$ cat src/rtl/serial_nibble_loader_pkg.sv
// Shared definitions for the serial nibble loader: FSM state encoding and
// frame-length helper.
package serial_nibble_loader_pkg;

    typedef enum logic [1:0] {
        ST_IDLE  = 2'd0,
        ST_SHIFT = 2'd1,
        ST_LOAD  = 2'd2
    } state_e;

    // Serial bits per frame: the data bits plus an optional parity bit.
    function automatic int frame_len(input int width, input bit parity_en);
        return width + (parity_en ? 1 : 0);
    endfunction

endpackage

$ cat src/rtl/serial_shift_reg.sv
// WIDTH-bit serial-in shift register with synchronous clear; MSB_FIRST picks
// the end where the first received bit finally lands.
module serial_shift_reg #(
    parameter int WIDTH     = 4,
    parameter bit MSB_FIRST = 1'b1
) (
    input  logic             CLOCK,
    input  logic             RESET,
    input  logic             clr,
    input  logic             shift_en,
    input  logic             bit_in,
    output logic [WIDTH-1:0] q,
    output logic [WIDTH-1:0] q_shifted
);

    // q_shifted lets the owner commit the word on the same edge as the last bit.
    always_comb begin
        if (MSB_FIRST) begin
            q_shifted = {q[WIDTH-2:0], bit_in};
        end else begin
            q_shifted = {bit_in, q[WIDTH-1:1]};
        end
    end

    always_ff @(posedge CLOCK or negedge RESET) begin
        if (!RESET) begin
            q <= '0;
        end else if (clr) begin
            q <= '0;
        end else if (shift_en) begin
            q <= q_shifted;
        end
    end

endmodule

$ cat src/rtl/serial_nibble_loader.sv
// Frames a serial bit stream into a WIDTH-bit word and hands it to the
// downstream enabled D-register bank with a one-cycle ENABLE strobe.
module serial_nibble_loader
    import serial_nibble_loader_pkg::*;
#(
    parameter int WIDTH     = 4,
    parameter bit MSB_FIRST = 1'b1,
    parameter bit PARITY_EN = 1'b0
) (
    input  logic             CLOCK,
    input  logic             RESET,
    input  logic             START,
    input  logic             ABORT,
    input  logic             SERIAL_VALID,
    input  logic             SERIAL_IN,
    output logic [WIDTH-1:0] D,
    output logic             ENABLE,
    output logic             BUSY,
    output logic             PAR_ERR
);

    localparam int                FRAME_LEN = frame_len(WIDTH, PARITY_EN);
    localparam int                CNT_W     = $clog2(WIDTH + 2);
    localparam logic [CNT_W-1:0]  LAST_IDX  = CNT_W'(FRAME_LEN - 1);
    localparam logic [CNT_W-1:0]  DATA_CNT  = CNT_W'(WIDTH);

    state_e            state_q, state_d;
    logic [CNT_W-1:0]  cnt_q;
    logic              sample, shift_en, accept_start, commit, set_perr, par_bad;
    logic [WIDTH-1:0]  sr_q, sr_shifted, word;

    serial_shift_reg #(
        .WIDTH     (WIDTH),
        .MSB_FIRST (MSB_FIRST)
    ) u_sr (
        .CLOCK     (CLOCK),
        .RESET     (RESET),
        .clr       (accept_start),
        .shift_en  (shift_en),
        .bit_in    (SERIAL_IN),
        .q         (sr_q),
        .q_shifted (sr_shifted)
    );

    // With parity the word is already complete when the parity bit arrives.
    assign shift_en = sample && (cnt_q < DATA_CNT);
    assign word     = PARITY_EN ? sr_q : sr_shifted;
    assign par_bad  = ^{sr_q, SERIAL_IN};

    always_comb begin
        state_d      = state_q;
        accept_start = 1'b0;
        commit       = 1'b0;
        set_perr     = 1'b0;
        sample       = 1'b0;
        case (state_q)
            ST_IDLE: begin
                if (!ABORT && START) begin
                    state_d      = ST_SHIFT;
                    accept_start = 1'b1;
                end
            end
            ST_SHIFT: begin
                if (ABORT) begin
                    state_d = ST_IDLE;
                end else if (SERIAL_VALID) begin
                    sample = 1'b1;
                    if (cnt_q == LAST_IDX) begin
                        if (PARITY_EN && par_bad) begin
                            state_d  = ST_IDLE;
                            set_perr = 1'b1;
                        end else begin
                            state_d = ST_LOAD;
                            commit  = 1'b1;
                        end
                    end
                end
            end
            ST_LOAD: state_d = ST_IDLE;
            default: state_d = ST_IDLE;
        endcase
    end

    // ENABLE and BUSY are registered copies of the next-state decode.
    always_ff @(posedge CLOCK or negedge RESET) begin
        if (!RESET) begin
            state_q <= ST_IDLE;
            cnt_q   <= '0;
            D       <= '0;
            ENABLE  <= 1'b0;
            BUSY    <= 1'b0;
            PAR_ERR <= 1'b0;
        end else begin
            state_q <= state_d;
            ENABLE  <= commit;
            BUSY    <= (state_d != ST_IDLE);
            if (state_d != ST_SHIFT) begin
                cnt_q <= '0;
            end else if (sample) begin
                cnt_q <= cnt_q + 1'b1;
            end
            if (commit) begin
                D <= word;
            end
            if (accept_start) begin
                PAR_ERR <= 1'b0;
            end else if (set_perr) begin
                PAR_ERR <= 1'b1;
            end
        end
    end

endmodule

$ cat config.mk
export PLATFORM = sky130hd
export DESIGN_NAME = serial_nibble_loader
export DESIGN_NICKNAME = d
export VERILOG_FILES = /design/src/rtl/serial_nibble_loader_pkg.sv /design/src/rtl/serial_shift_reg.sv /design/src/rtl/serial_nibble_loader.sv
export SDC_FILE = /design/constraint.sdc
export NUM_CORES = 1
export LEC_CHECK = 0
export ABC_AREA = 1
export ABC_CLOCK_PERIOD_IN_PS = 1500
export CAP_MARGIN = 20
export CORE_MARGIN = 2
export CORE_UTILIZATION = 48
export CTS_BUF_LIST = sky130_fd_sc_hd__clkbuf_16
export CTS_CLUSTER_DIAMETER = 30
export DETAILED_ROUTE_END_ITERATION = 6
export PLACE_DENSITY = 0.74
export SYNTH_ARGS = -nofsm -noshare
export SYNTH_HDL_FRONTEND = slang
export SYNTH_SLANG_ARGS = --single-unit
$ cat constraint.sdc
create_clock -name CLOCK -period 1.5 [get_ports CLOCK]
set_input_delay 0.15 -clock CLOCK [delete_from_list [all_inputs] [get_ports CLOCK]]
set_output_delay 0.15 -clock CLOCK [all_outputs]
set_load 0.01 [all_outputs]
## Yosys cells after proc, flatten, opt, wreduce, memory -nomap -nowiden

Index checks and enable logic that the tools add are counted.

- Add/sub/neg operators: 1
- $lt $le $gt $ge: 1
- Equality and inequality tests: 3
- Multiplexer cells: 18
- Reductions and logical operators: 7

Operators with widths:

| cell | number |
|---|---|
| two-way mux 3 bit | 4 |
| two-way mux 1 bit | 9 |
| two-way mux 2 bit | 4 |
| nonzero test 2 bit | 3 |
| case mux 2 bit (2 select lines) | 1 |
| adder 3 x 1 -> 3 bit (second input constant) | 1 |
| == test 3 x 2 -> 1 bit (second input constant) | 1 |
| < comparator 3 bit (second input constant) | 1 |
| == test 2 x 1 -> 1 bit (second input constant) | 1 |
| logical AND 1 bit | 2 |
| zero test 2 bit | 1 |
| != test 2 x 1 -> 1 bit (second input constant) | 1 |
| zero test 1 bit | 1 |

- Bits in registers: 14
- Input bits: 6
- Output and inout port bits: 7
- Word-level logic and storage cells: 36

## Longest topological paths before layout

Gate-level depths: netlist of the first run.

- Word-level depth: 7
- Mapped depth: 7
- Depth with buffers taken out: 7

## Modules after synthesis

Synthesis of the first run repeated with hierarchy kept, for this count alone.

- Cell total of the unflattened synthesis: 83
- Area total of the unflattened synthesis: 710.7 um2

By module, submodules not included:

| module | instances | cells an instance | area an instance (um2) | seq. area each (um2) |
|---|---|---|---|---|
| serial_nibble_loader | 1 | 61 | 520.5 | 275.3 |
| serial_shift_reg | 1 | 22 | 190.2 | 100.1 |

## Worst setup path before layout of the first run

No wires, ideal clock.

- Kind: reg-to-reg
- From: register cnt_q[0]
- To: register cnt_q[0]
- Library setup time: 0.069 ns
- Data arrival time: 1.178 ns
- Data required time: 1.431 ns
- Setup slack: 0.253 ns
- Stages on the path, launching flop included: 8
- Path buffers: 0
- Clock period less this slack: 1.247 ns
- Cells stage by stage: dfrtp_1 ha_1 ha_1 nand2_1 nand3_1 nand2_2 nand2_1 nor2_2

- Longest elaborated chain between the ends: 7
- Elaborated cells on any way between the ends: 10
- Classes of those cells: 1 x add/sub; 2 x eq/ne; 6 x mux; 1 x reduce/logical

RTL lines:

| what | line | text |
|---|---|---|
| start, declared | serial_nibble_loader.sv:28 | `logic [CNT_W-1:0] cnt_q;` |
| start signal, assigned | serial_nibble_loader.sv:100 | `cnt_q <= cnt_q + 1'b1;` |
| == test 3 x 2 -> 1 bit * | serial_nibble_loader.sv:68 | `if (cnt_q == LAST_IDX) begin` |
| two-way mux 2 bit * | serial_nibble_loader.sv:68 |  |
| two-way mux 2 bit * | serial_nibble_loader.sv:66 | `end else if (SERIAL_VALID) begin` |
| two-way mux 2 bit * | serial_nibble_loader.sv:64 | `if (ABORT) begin` |
| case mux 2 bit (2 select lines) * | serial_nibble_loader.sv:56 | `case (state_q)` |
| net state_d[0] | serial_nibble_loader.sv:27 | `state_e state_q, state_d;` |
| != test 2 x 1 -> 1 bit * | serial_nibble_loader.sv:97 | `if (state_d != ST_SHIFT) begin` |
| two-way mux 3 bit or nonzero test 2 bit (tied branches) | -- |  |

Mark *: on every way through the listed nets, which the timed path passes. The rest lies on a longest branch. The select of a mux whose other input is x is not followed.
A chain may end at the register's enable or synchronous reset.

## Worst setup path after layout of the first run

Same ends and word-level chain as after synthesis.

==> Implementation_results.wiki, run 1 <==
{| class="wikitable"
! Metric !! Value
|-
| Post-Syn Instances || 77
|-
| Routed length per placed instance || 11.7 um
|-
| Initial antenna violation count || 0
|-
| Startpoint Class || register
|-
| Delay of the slowest critical-path stage || 0.39 ns
|-
| Total power of the final layout || 0.983 mW
|-
| Wire length of the first global-routing pass || 1.94 mm
|-
| Non-Filler Instances || around 110
|-
| Largest net degree at the start of global routing || 9
|-
| Fin crit period || 1.38 ns
|-
| Setup CP Type || register to register
|-
| Commonest non-fill, non-tap cells in the layout || sky130_fd_sc_hd__nand2_1, sky130_fd_sc_hd__dfrtp_1, sky130_fd_sc_hd__clkdlybuf4s50_1, sky130_fd_sc_hd__nand3_1, sky130_fd_sc_hd__inv_1
|-
| Post-layout nets || between 100 and 150
|-
| Power per standard cell area || about 1100 nW/um2
|-
| Placed Instances || 103
|-
| Cell-by-cell listing of the critical path || ha_1, ha_1, nand2_1, nand3_1, nand2_2, nand2_1, nor2_2
|-
| Synthesized-area fraction occupied by xor and xnor cells || 0
|-
| Via count of the first global-routing pass || 455
|-
| Cell area after technology mapping || 663 um2
|-
| Detailed-route via count || 528
|-
| Number of setup buffers added after CTS || 0
|-
| Clock-pin transition on the worst setup and hold timing paths || around 0.05 ns
|-
| Final hold violation count || 0
|-
| Deepest clock path buffer count || 2
|-
| Data required time of the critical path || 1.67 ns
|-
| Fraction of final layout cells sized beyond drive strength 1 || 0.141
|-
| Leading cell type in the layout, fill and taps excluded || sky130_fd_sc_hd__nand2_1
|-
| Post-detailed-routing wire length || around 1.3 mm
|-
| Total of endpoints with negative setup slack in the final report || 0
|-
| Mux contribution to synthesized area || 0
|-
| Net count of the mapped netlist || 85
|-
| Final weighted congestion of routability-driven global placement || 0.777
|-
| Full die area || 1690 um2
|-
| Hold Path Class || input port to asynchronous set/reset pin
|-
| Multi-input logic area || between 200 and 300 um2
|-
| Result of the run || complete, no violations
|-
| Yosys reg bits || 14
|-
| Share of synthesized cell area in full adder, half adder and majority cells || 0.0377
|-
| Highest net fanout along the worst path || 4
|-
| Half-perimeter wire length after placement || 861 um
|-
| Hold slack || 0.161 ns
|-
| Die width || 41.2 um
|-
| Remaining global-route overflow || 0
|-
| Vertical die dimension || 41.2 um
|-
| Max-capacitance violation count || 0
|-
| Max H-tree Level || 1
|-
| Crit. End Element || register
|-
| Biggest area consumer among synthesized cells || sky130_fd_sc_hd__dfrtp_1
|-
| YS warnings || 0
|-
| Share of the yosys chip area belonging to registers || 0.528
|-
| TritonCTS Sinks || 14
|-
| Compound-cell area share of the yosys netlist || 0.00755
|-
| Data arrival, critical path || between 1.5 and 2 ns
|-
| Simple-gate share of the synthesized area || 0.364
|-
| Synth cell types || 14
|-
| Slowest cell on the critical path || sky130_fd_sc_hd__dfrtp_1
|-
| Max Freq || 0.723 GHz
|-
| Std-Cell Rows || 13
|-
| Total global-route track usage || 0.185
|-
| Utilization of the core after routing || 0.669
|-
| Main area contributors after synthesis || sky130_fd_sc_hd__dfrtp_1, sky130_fd_sc_hd__nand2_1, sky130_fd_sc_hd__nand3_1
|-
| Final routed DRC violation total || 0
|-
| Core region area || 1300 um2
|-
| Root Buffer || sky130_fd_sc_hd__clkbuf_16
|-
| Via density || 4.93
|-
| Violation count after the first detailed-routing iteration || 17
|-
| Boundary Pins || 13
|-
| Number of buffers created by CTS || 3
|-
| Area fraction of the dominant cell type after synthesis || 0.528
|-
| Unrepaired setup endpoints after global routing || false
|-
| Effective utilization at floorplan || 0.510
|-
| Combinational family with the most area after synthesis || simple AND/OR/NAND/NOR gates
|-
| Skew final || 0.00391 ns
|-
| Drt pass-1 iters || 4
|-
| Final period utilization || 0.922
|-
| Number of diodes || 0
|-
| Number of fill cells in the layout || between 100 and 150
|-
| Post-route ant nets || 0
|-
| Area used by sequential logic in the layout || 350 um2
|-
| Worst supply voltage drop on vdd || 641 uV
|-
| Pleak || 0.442 nW
|-
| Syn-to-layout area delta || 31.3%
|-
| Synthesized area divided by synthesized cell count || 8.61 um2
|-
| Slew Viols, Final || 0
|-
| Count of buffers inserted at the top-level ports || 11
|-
| Worst-Skew Late Latency || 0.24 ns
|-
| Clock tree from TritonCTS || done
|-
| Post-Route Setup TNS || 0 ns
|}
[cell type report]
class                           count  share of cell area
Clock buffer                        3              0.0862
Clock inverter                      1             0.00431
Inverter                            8              0.0345
Multi-Input combinational cell     54               0.316
Sequential cell                    14               0.402
Tap cell                           15              0.0216
Timing Repair Buffer               12               0.135
[synth_stat cells]
| cell | n |
|---|---|
| sky130_fd_sc_hd__nor2_2 | 3 |
| sky130_fd_sc_hd__buf_4 | 1 |
| sky130_fd_sc_hd__conb_1 | 1 |
| sky130_fd_sc_hd__ha_1 | 2 |
| sky130_fd_sc_hd__nand2_2 | 3 |
| sky130_fd_sc_hd__nor2_1 | 5 |
| sky130_fd_sc_hd__o21ai_0 | 1 |
| sky130_fd_sc_hd__nor3_4 | 1 |
| sky130_fd_sc_hd__dfrtp_1 | 14 |
| sky130_fd_sc_hd__nand2_1 | 27 |
| sky130_fd_sc_hd__nand3_1 | 8 |
| sky130_fd_sc_hd__inv_1 | 8 |
| sky130_fd_sc_hd__nor3_1 | 1 |
| sky130_fd_sc_hd__nor2_4 | 2 |
[metal layers]
layer / GRT usage / share of wire / vias up / wire length, um
li1: - / - / 269 / -
met1: 0.231 / 0.44 / 234 / 549
met2: 0.289 / 0.48 / 21 / 598
met3: 0.0489 / 0.069 / 4 / 86
met4: 0.0968 / 0.013 / 0 / 16
met5: 0 / 0 / - / 0
[logic make-up after synthesis]
logic type / after synthesis
AND/OR/NAND/NOR: 50
buffers and inverters: 9
AO/OA/AOI/OAI: 1
flip-flops: 14
other: 1
adder cells (fa/ha/maj): 2
[worst max-delay path, delay by kind of cell, from the launching register on]
family / cells / cell delay (ns)
adder cells (fa/ha/maj): 2 / 0.44
flip-flops: 1 / 0.39
AND/OR/NAND/NOR: 5 / 0.49
[sequential cells by signal, summed over array words and instances (netlist names)]
signal	cells
D	4
cnt_q	3
u_sr.q	3
state_q	2
BUSY	1
ENABLE	1
[where the power goes]
group	switching, mW	internal [mW]	total (mW)
sequential	0.0109	0.391	0.402
combinational	0.0484	0.0322	0.0806
clock	0.149	0.352	0.501
total	0.208	0.775	0.983
[path summary, 6_finish.rpt]
check | slack (ns) | depth (start not counted) | startpoint | endpoint
setup / recovery | 0.12 | 7 | cnt_q[0]$_DFFE_PN0P_ | cnt_q[0]$_DFFE_PN0P_
max in group asynchronous | 0.92 | 2 | RESET | state_q[1]$_DFF_PN0_
hold reg to reg | 0.47 | 2 | D[1]$_DFFE_PN0P_ | D[1]$_DFFE_PN0P_
setup reg to reg | 0.12 | 7 | cnt_q[0]$_DFFE_PN0P_ | cnt_q[0]$_DFFE_PN0P_
min in group CLOCK | 0.47 | 2 | D[1]$_DFFE_PN0P_ | D[1]$_DFFE_PN0P_
hold / removal | 0.16 | 1 | RESET | cnt_q[2]$_DFFE_PN0P_
[metrics by stage]
| step | setup slack (ns) | cell area, um2 |
|---|---|---|
| finish | 0.117 | 871 |
| global route | 0.00781 | 871 |
| CTS | 0.106 | 871 |
| detailed placement | 0.148 | 792 |
| global placement | 0.151 | 792 |
| floorplan | 0.253 | 663 |
[timing repair]
item / in CTS / in global routing
setup endpoints to repair: 0 / 2
hold buffers: 0 / 0
resized for setup: 0 / 0
(Power assumes the default switching activity.)
==> run 2, diff against run 1 <==
--- a/config.mk
+++ b/config.mk
@@ -5,7 +5,7 @@
 export SDC_FILE = /design/constraint.sdc
 export NUM_CORES = 1
 export LEC_CHECK = 0
-export ABC_AREA = 1
+export ABC_AREA = 0
 export ABC_CLOCK_PERIOD_IN_PS = 1500
 export CAP_MARGIN = 20
 export CORE_MARGIN = 2
==> run 2 against run 1 <==
  * Global-route usage rose by 2.1 points
  * Synthesized cell count decreased by 31%
  * Utilization up 4.6 points
  * Combinational power is 7.7% lower
  * Area after synthesis decreased by 0.57%
  * Cell area grew 5.6%
  * Largest cell class unchanged
  * Largest power group unchanged
  * Highest routed layer unchanged
==> Implementation_results.wiki, run 2 <==
{| class="wikitable"
! Metric !! Value
|-
| Result of the run || complete, no violations
|-
| Post-Route Setup TNS || 0 ns
|-
| Dominant delay contributor by cell family on the critical path || flip-flops
|-
| Initial antenna violation count || 0
|-
| Mux contribution to synthesized area || 0.114
|-
| Power per standard cell area || ~1100 nW/um2
|-
| Share of synthesized cell area in full adder, half adder and majority cells || 0.0380
|-
| Hold Path Class || input port to asynchronous set/reset pin
|-
| Slowest cell on the critical path || sky130_fd_sc_hd__dfrtp_1
|-
| Slew Viols, Final || 0
|-
| Startpoint Class || register
|-
| Number of diodes || 0
|-
| Wire length of the first global-routing pass || 2.09 mm
|-
| Launch instance of the worst register-to-register path || cnt_q[0]$_DFFE_PN0P_
|-
| Number of enable-type register cells in the synthesized netlist || 0
|-
| Leading registers by flop count || D x4, cnt_q x3, u_sr.q x3
|-
| Net count of the mapped netlist || 61
|-
| Detailed-route via count || between 400 and 500
|-
| Die width || 41.1 um
|-
| Via density || 5.22
|-
| Clock-pin transition on the worst setup and hold timing paths || approximately 0.050 ns
|-
| Hold slack || 0.216 ns
|-
| Combinational family with the most area after synthesis || simple AND/OR/NAND/NOR gates
|-
| Boundary Pins || 13
|-
| Final weighted congestion of routability-driven global placement || 0.744
|-
| Count of buffers inserted at the top-level ports || 11
|-
| Root Buffer || sky130_fd_sc_hd__clkbuf_16
|-
| Data arrival, critical path || about 1.6 ns
|-
| Routed length per placed instance || roughly 15 um
|-
| Simple-gate share of the synthesized area || 0.199
|-
| Main area contributors after synthesis || sky130_fd_sc_hd__dfrtp_1, sky130_fd_sc_hd__mux2_1, sky130_fd_sc_hd__mux2i_1
|-
| Post-route ant nets || 0
|-
| Max Freq || 0.682 GHz
|-
| Top cell types by occurrence after synthesis || sky130_fd_sc_hd__dfrtp_1, sky130_fd_sc_hd__inv_1, sky130_fd_sc_hd__mux2_1, sky130_fd_sc_hd__nand2_1
|-
| Dominant cell by count in the synthesized netlist || sky130_fd_sc_hd__dfrtp_1
|-
| Worst supply voltage drop on vdd || 775 uV
|-
| Fraction of final layout cells sized beyond drive strength 1 || 0.222
|-
| Final routed DRC violation total || 0
|-
| Syn-to-layout area delta || 39.5%
|-
| Utilization of the core after routing || 0.716
|-
| Hold Buf Count CTS || 0
|-
| Compound-cell area share of the yosys netlist || 0.0607
|-
| Drt pass-1 iters || 3
|-
| Vertical die dimension || 41.1 um
|-
| Placed cell area || between 800 and 900 um2
|-
| WP buf/inv || 0
|-
| Std-Cell Rows || 13
|-
| Synthesized-area fraction occupied by xor and xnor cells || 0
|-
| Via count of the first global-routing pass || 428
|-
| Synthesized area divided by synthesized cell count || 12.4 um2
|-
| Post-detailed-routing wire length || 1.30 mm
|-
| Worst-Skew Late Latency || roughly 0.24 ns
|-
| Placed Instances || between 80 and 90
|-
| Yosys reg bits || 14
|-
| Most used DFF post-synth || sky130_fd_sc_hd__dfrtp_1
|-
| Total of endpoints with negative setup slack in the final report || 0
|-
| Top register by number of flip-flops || D
|-
| Max-capacitance violation count || 0
|-
| Total power of the final layout || 0.986 mW
|-
| Half-perimeter wire length after placement || 928 um
|-
| Cell area after layout || 920 um2
|-
| Crit. End Element || register
|-
| Worst-case setup margin in the final layout || 0.0344 ns
|-
| Setup CP Type || register to register
|-
| Remaining global-route overflow || 0
|-
| Violation count after the first detailed-routing iteration || 3
|-
| Number of buffers created by CTS || 3
|-
| Critical register-to-register path endpoint || D[0]$_DFFE_PN0P_
|-
| Post-layout nets || roughly 80
|-
| Minimum setup slack after placement || -0.0406 ns
|-
| Effective utilization at floorplan || 0.513
|-
| Max H-tree Level || 1
|-
| Unrepaired setup endpoints after global routing || true
|-
| Async SR Flop Fraction || 1.00
|-
| Final hold violation count || 0
|-
| Fin crit period || approximately 1.5 ns
|-
| Core region area || 1280 um2
|-
| Deepest clock path buffer count || 2
|-
| Cell area after technology mapping || roughly 660 um2
|-
| Pleak || 0.441 nW
|-
| Full die area || 1690 um2
|-
| Final period utilization || 0.977
|-
| TritonCTS Sinks || 14
|-
| Synth cell types || 22
|-
| Data required time of the critical path || roughly 1.6 ns
|-
| Clock tree from TritonCTS || done
|-
| Commonest non-fill, non-tap cells in the layout || sky130_fd_sc_hd__dfrtp_1, sky130_fd_sc_hd__clkdlybuf4s50_1, sky130_fd_sc_hd__buf_4, sky130_fd_sc_hd__inv_1
|-
| Non-Filler Instances || 87
|-
| Total global-route track usage || 0.206
|-
| Largest net degree at the start of global routing || 15
|-
| Post-Syn Instances || 53
|-
| Share of the yosys chip area belonging to registers || 0.531
|-
| Cells on worst reg2reg path || 5
|-
| Biggest area consumer among synthesized cells || sky130_fd_sc_hd__dfrtp_1
|-
| YS warnings || 0
|-
| Highest net fanout along the worst path || 5
|-
| Delay of the slowest critical-path stage || around 0.37 ns
|-
| Register-to-register setup slack || 0.03 ns
|-
| Cell-by-cell listing of the critical path || ha_2, ha_4, nand3_4, nor2_8, mux2_1
|-
| Skew final || 0.000663 ns
|-
| Leading cell type in the layout, fill and taps excluded || sky130_fd_sc_hd__dfrtp_1
|-
| Area fraction of the dominant cell type after synthesis || 0.531
|-
| Number of flip-flops under the largest register name || 4
|}
run 2: changes by cell type in the layout (fill, tap and decap cells not counted), moves of 3 or more:
cell                      change
sky130_fd_sc_hd__mux2i_1      +3
sky130_fd_sc_hd__nor2_2       -3
sky130_fd_sc_hd__inv_1        -3
sky130_fd_sc_hd__nand2_1     -23
sky130_fd_sc_hd__buf_4        +5
sky130_fd_sc_hd__nand2_2      -3
sky130_fd_sc_hd__mux2_1       +4
sky130_fd_sc_hd__nand3_1      -8
run 2: worst reg2reg max path: cells and delay by family, from the launching register on:
kind	cells	cell delay (ns)
multiplexers	1	0.34
flip-flops	1	0.37
AND/OR/NAND/NOR	2	0.29
adder cells (fa/ha/maj)	2	0.35
run 2: per-layer routing:
metal | vias up | GRT usage | wire (um)
met5 | - | 0 | 0
met4 | 0 | 0.125 | 38
met3 | 6 | 0.0652 | 47
met2 | 11 | 0.305 | 617
met1 | 223 | 0.257 | 595
li1 | 214 | - | -
run 2: kinds of logic after synthesis:
family          count (synthesis)
fa+ha+maj                       2
flops                          14
buf+inv                         7
compound gates                  5
mux                             7
simple gates                   17
other cells                     1
run 2: cell type report:
cell class              count  area (um2)
clock buffers               3        75.1
clock inverters             1        3.75
fillers                    95         365
inverters                   5        18.8
multi-input cells          32         298
flip-flops and latches     14         350
well taps                  15        18.8
repair buffers             17         155
run 2: timing repair:
item | 4_1_cts | 5_1_grt
pin swaps | 1 | 2
buffers inserted | 0 | 0
endpoints found under the setup margin | 4 | 5
endpoints found under the hold margin | 0 | 0
resized for setup | 1 | 3
run 2: where the power goes:
| part | leakage [nW] | total [mW] | internal, mW | switching [mW] |
|---|---|---|---|---|
| Clock | 0.0385 | 0.511 | 0.353 | 0.158 |
| Combinational | 0.211 | 0.0744 | 0.0378 | 0.0366 |
| Sequential | 0.191 | 0.401 | 0.390 | 0.0107 |
run 2: how the worst max path moves through the flow:
stage                         startpoint          endpoint  slack [ns]  cells past startpoint
finish              cnt_q[0]$_DFFE_PN0P_  D[0]$_DFFE_PN0P_        0.03                      5
global route        cnt_q[0]$_DFFE_PN0P_  D[0]$_DFFE_PN0P_       -0.04                      5
CTS                 cnt_q[0]$_DFFE_PN0P_  D[0]$_DFFE_PN0P_      0.0002                      5
detailed placement                 ABORT  D[0]$_DFFE_PN0P_       -0.04                      4
global placement                   ABORT  D[0]$_DFFE_PN0P_      -0.003                      4
floorplan           cnt_q[0]$_DFFE_PN0P_  D[0]$_DFFE_PN0P_        0.08                      5
